<file path="src/rtl/key_cmd_scheduler.sv">
`default_nettype none
// ============================================================================
// Module   : key_cmd_scheduler
// Purpose  : Queues one-cycle keyboard events in a small FIFO and releases at
//            most one command per video frame (when motion logic is idle)
//            over a valid/ready handshake.
// Options  : KEY_SCHED_COALESCE_EN - drop a key equal to the queued tail entry
// Revision : 1.0 - initial release
// ============================================================================
module key_cmd_scheduler #(
    parameter int DEPTH = 4,
    parameter int LVL_W = 3
) (
    input  logic             clk,
    input  logic             rst,
    input  logic [1:0]       key_code,
    input  logic             frame_tick,
    input  logic             busy,
    output logic             cmd_valid,
    output logic [1:0]       cmd_code,
    input  logic             cmd_ready,
    output logic [LVL_W-1:0] fifo_level,
    output logic             overflow
);

    localparam int PTR_W = $clog2(DEPTH);

    typedef enum logic [1:0] {
        IDLE  = 2'd0,
        ARMED = 2'd1,
        ISSUE = 2'd2
    } state_t;

    state_t             r_state;
    state_t             w_state_nxt;
    logic [1:0]         r_mem [DEPTH];
    logic [PTR_W-1:0]   r_wr_ptr;
    logic [PTR_W-1:0]   r_rd_ptr;
    logic [LVL_W-1:0]   r_level;
    logic [LVL_W-1:0]   w_level_nxt;
    logic [1:0]         r_cmd_code;
    logic               r_overflow;

    logic               w_key;
    logic               w_pop;
    logic               w_full;
    logic               w_coal_drop;
    logic               w_push;
    logic               w_drop_full;
    logic               w_dispatch;

    assign w_key  = (key_code != 2'b00);
    assign w_pop  = (r_state == ISSUE) && cmd_ready;
    assign w_full = (r_level == LVL_W'(DEPTH));

    // A pop in the same cycle frees the slot, so a full FIFO still accepts.
    assign w_push      = w_key && !w_coal_drop && (!w_full || w_pop);
    assign w_drop_full = w_key && !w_coal_drop && w_full && !w_pop;

`ifdef KEY_SCHED_COALESCE_EN
    logic [1:0] r_tail_code;
    logic       r_tail_valid;

    // With a single entry in ISSUE the tail is the presented command, which
    // must never absorb a repeat key.
    assign w_coal_drop = w_key && r_tail_valid && (key_code == r_tail_code) &&
                         !((r_state == ISSUE) && (r_level == LVL_W'(1)));

    // Track the most recently queued code; forget it once the FIFO empties.
    always_ff @(posedge clk) begin
        if (rst) begin
            r_tail_valid <= 1'b0;
            r_tail_code  <= 2'b00;
        end else if (w_level_nxt == '0) begin
            r_tail_valid <= 1'b0;
        end else if (w_push) begin
            r_tail_valid <= 1'b1;
            r_tail_code  <= key_code;
        end
    end
`else
    assign w_coal_drop = 1'b0;
`endif

    // Occupancy after this cycle's push and pop.
    always_comb begin
        w_level_nxt = r_level;
        if (w_push && !w_pop) begin
            w_level_nxt = r_level + LVL_W'(1);
        end else if (w_pop && !w_push) begin
            w_level_nxt = r_level - LVL_W'(1);
        end
    end

    // FIFO pointers, occupancy and the overflow pulse.
    always_ff @(posedge clk) begin
        if (rst) begin
            r_wr_ptr   <= '0;
            r_rd_ptr   <= '0;
            r_level    <= '0;
            r_overflow <= 1'b0;
        end else begin
            if (w_push) begin
                r_wr_ptr <= r_wr_ptr + PTR_W'(1);
            end
            if (w_pop) begin
                r_rd_ptr <= r_rd_ptr + PTR_W'(1);
            end
            r_level    <= w_level_nxt;
            r_overflow <= w_drop_full;
        end
    end

    // FIFO storage; contents need no reset since occupancy guards reads.
    always_ff @(posedge clk) begin
        if (w_push) begin
            r_mem[r_wr_ptr] <= key_code;
        end
    end

    // State register.
    always_ff @(posedge clk) begin
        if (rst) begin
            r_state <= IDLE;
        end else begin
            r_state <= w_state_nxt;
        end
    end

    // Next-state logic; IDLE arms on the push edge to meet one-cycle latency.
    always_comb begin
        w_state_nxt = r_state;
        w_dispatch  = 1'b0;
        case (r_state)
            IDLE: begin
                if (w_level_nxt != '0) begin
                    w_state_nxt = ARMED;
                end
            end
            ARMED: begin
                if (frame_tick && !busy) begin
                    w_dispatch  = 1'b1;
                    w_state_nxt = ISSUE;
                end
            end
            ISSUE: begin
                if (w_pop) begin
                    w_state_nxt = (w_level_nxt != '0) ? ARMED : IDLE;
                end
            end
            default: begin
                w_state_nxt = IDLE;
            end
        endcase
    end

    // Presented command: loaded from the head on dispatch, zeroed on handshake.
    always_ff @(posedge clk) begin
        if (rst) begin
            r_cmd_code <= 2'b00;
        end else if (w_dispatch) begin
            r_cmd_code <= r_mem[r_rd_ptr];
        end else if (w_pop) begin
            r_cmd_code <= 2'b00;
        end
    end

    assign cmd_valid  = (r_state == ISSUE);
    assign cmd_code   = r_cmd_code;
    assign fifo_level = r_level;
    assign overflow   = r_overflow;

endmodule
`default_nettype wire

</file>
<file path="config.mk">
export PLATFORM = sky130hd
export DESIGN_NAME = key_cmd_scheduler
export DESIGN_NICKNAME = d
export VERILOG_FILES = /design/src/rtl/key_cmd_scheduler.sv
export SDC_FILE = /design/constraint.sdc
export NUM_CORES = 1
export LEC_CHECK = 0
export ABC_AREA = 0
export CAP_MARGIN = 20
export CORE_MARGIN = 4
export CORE_UTILIZATION = 40
export DETAILED_ROUTE_END_ITERATION = 10
export GPL_TIMING_DRIVEN = 0
export PLACE_DENSITY = 0.58
export REMOVE_ABC_BUFFERS = 1
export SLEW_MARGIN = 20
export SYNTH_ARGS = -nofsm -noshare
export SYNTH_HDL_FRONTEND = slang
export SYNTH_SLANG_ARGS = --single-unit
</file>
<file path="constraint.sdc">
create_clock -name clk -period 2.62 [get_ports clk]
set_clock_uncertainty 0.1 [all_clocks]
set_input_delay 0.524 -clock clk [delete_from_list [all_inputs] [get_ports clk]]
set_output_delay 0.524 -clock clk [all_outputs]
set_load 0.05 [all_outputs]
</file>
==> impl_metrics.toml <==
[clock_network]
cts.clk_slew.worst_paths_ns = 0.11
clk_path_buf_depth = 2
cts-root-buf = "clkbuf_4"
h-tree-depth = 1
post-cts-setup-buffers = 0
insertion_delay_ns = 0.30
post_cts_resized = 0
cts_buffers = 3
cts_tree = "yes"
hold_buffers = 0
clock_sinks = 22

[timing]
period_needed_ns = 2.36
drv_slew = 0
whs_ns = 0.427
rsz0062_at_grt = "false"
post-route-period-util = 0.901
max_freq_mhz = 424
setup_viol = 0
max_slew.worst_pin.slew_ns = 0.779
final_hold_viol_count = 0
slew_headroom = 0.474
tns_ns = 0
setup_ws_ns = 0.259

[final_layout]
layout_commonest_cell = "dfxtp_1"
final_nets = 126
final_util = 0.506
area_growth_pct = 19.4
most-common-layout-cells = "14 x dfxtp_1, 13 x clkdlybuf4s50_1, 12 x nor2_1"
multi_input_area_um2 = 497
fillerInstances = 234
diodes = 0
seq_area_um2 = 520
post-route-cell-area_um2 = 1260
layout-drive-gt1-share = 0.0901

[floorplan]
die_y_um = 59.4
die_w_um = 59.4
dieArea_um2 = 3530
rows = 18
ios = 14
initial_core_util = 0.423
coreArea_um2 = 2500

[synth]
synthFlopType = "dfxtp_1"
avgSynthCellArea_um2 = 11.0
synth_edf_count = 8
yosysWarnings = 0
yosysSeqAreaShare = 0.492
async_flop_share = 0
syn-instance-count = 96
synth_area_um2 = 1060
synth.distinct_cells = 32
synth-seq-cells = 22

[setup_path]
start_kind = "flip-flop"
end_kind = "output port"
r2r_slack_ns = 0.55
startpoint = "r_state[1]"
r2r_cells = 7
cp_top_family = "buffers and inverters"
crit_buf_inv = 1
worst_ep_arrival_time_ns = 1.74
cp_slowest_stage_delay_ns = 0.83
crit_path_max_fanout = 6
crit_end = "cmd_valid"
crit_cells = 2
path_class = "reg2out"
worstPathRequired_ns = 2.00
worst_r2r_startpoint = "fifo_level[0]"
crit_slowest_cell = "clkdlybuf4s50_1"
crit_chain = "nor2b_1 -> clkdlybuf4s50_1"
r2r-end = "r_state[0]"

[grt]
grt_pass1_vias = 700
track_usage = 0.117
antenna_found_initial = 0
grt_first_pass_wirelength_mm = 3.08
grt_max_degree = 15
overflow = 0

[drt]
drc = 0
wl_per_cell_um = 12.5
viasPerCell = 5.11
drtIter0Drc = 22
drt-total-wl_mm = 1.77
vias = 721
ant_nets = 0
drtPass1Iterations = 4

[flow_run]
maxCapViolCount = 0

[placed_design]
post_dp_cell_area_um2 = 1210
portBuffers = 13
place_congestion = 0.829
dpl.hpwl_mm = 1.32
post-place-ws_ns = -0.0453

[power]
powerDensity_nw_per_um2 = 675
peakVddDrop_mv = 0.350
leakage_nw = 0.469

[run_status]
status = "complete, no violations"

[min_path]
hold_class = "reg2reg"
[cell type report]
type,instances,area share
multi-input cells,65,0.393
clock inverters,1,0.0238
clock buffers,3,0.0178
well taps,30,0.0297
flip-flops and latches,22,0.412
inverters,7,0.0208
repair buffers,13,0.103
[state kept, by name, indices dropped and copies added (netlist names), named ones only]
signal      flops
cmd_code        2
fifo_level      3
overflow        1
r_mem           8
r_rd_ptr        2
r_state         2
r_wr_ptr        2
[worst reg2reg max path, stage by stage (launching register included)]
cell      delay, ns
dfxtp_1        0.37
inv_1          0.12
ha_1           0.21
nand2_1        0.10
nor3b_4        0.18
or4_4          0.49
a221oi_2       0.28
o41ai_1        0.11
[through the flow]
| stage | power [mW] | std cells |
|---|---|---|
| after floorplan | 0.548 | 94 |
| after global placement | 0.604 | 137 |
| after detailed placement | 0.608 | 137 |
| after CTS | 0.867 | 141 |
| after global routing | 0.910 | 141 |
| final | 0.853 | 141 |
[Yosys cell counts, types with 3 or more instances]
cell type / number / area, um^2
inv_1: 7 / 26.3
dfxtp_1: 14 / 280
edfxtp_1: 8 / 240
and2_1: 4 / 25.0
a21oi_1: 6 / 30.0
ha_1: 7 / 87.6
nor2_1: 12 / 45.0
o21ai_0: 3 / 15.0
nand2_1: 4 / 15.0
[how the worst min path moves through the flow]
stage	startpoint	to	cells after the start
after floorplan	r_state[0]	r_state[0]	1
after global placement	cmd_code[0]	cmd_code[0]	2
after detailed placement	cmd_code[0]	cmd_code[0]	2
after CTS	r_state[0]	r_state[0]	1
after global routing	r_state[0]	r_state[0]	1
final	r_state[0]	r_state[0]	1
[logic make-up (layout without fill, tap and decap cells)]
| kind of cell | Yosys count | in the layout | share of synthesized area |
|---|---|---|---|
| buf+inv | 9 | 24 | 0.0390 |
| xor+xnor | 3 | 3 | 0.0248 |
| mux | 2 | 2 | 0.0426 |
| fa+ha+maj | 7 | 7 | 0.0827 |
| compound gates | 16 | 16 | 0.0993 |
| simple gates | 37 | 37 | 0.220 |
| flops | 22 | 22 | 0.492 |
[power breakdown]
group / switching (mW) / internal (mW) / leakage [nW]
Sequential: 0.0253 / 0.387 / 0.189
Clock: 0.100 / 0.155 / 0.0279
Combinational: 0.105 / 0.0806 / 0.253
[routing by layer]
metal  vias up  part of all wire  track usage
met5         -                 0            0
met4         0            0.0057       0.0583
met3         2             0.028       0.0261
met2         7              0.48        0.183
met1       335              0.48        0.151
li1        377                 -            -
Power figures use the tool's default switching activity.
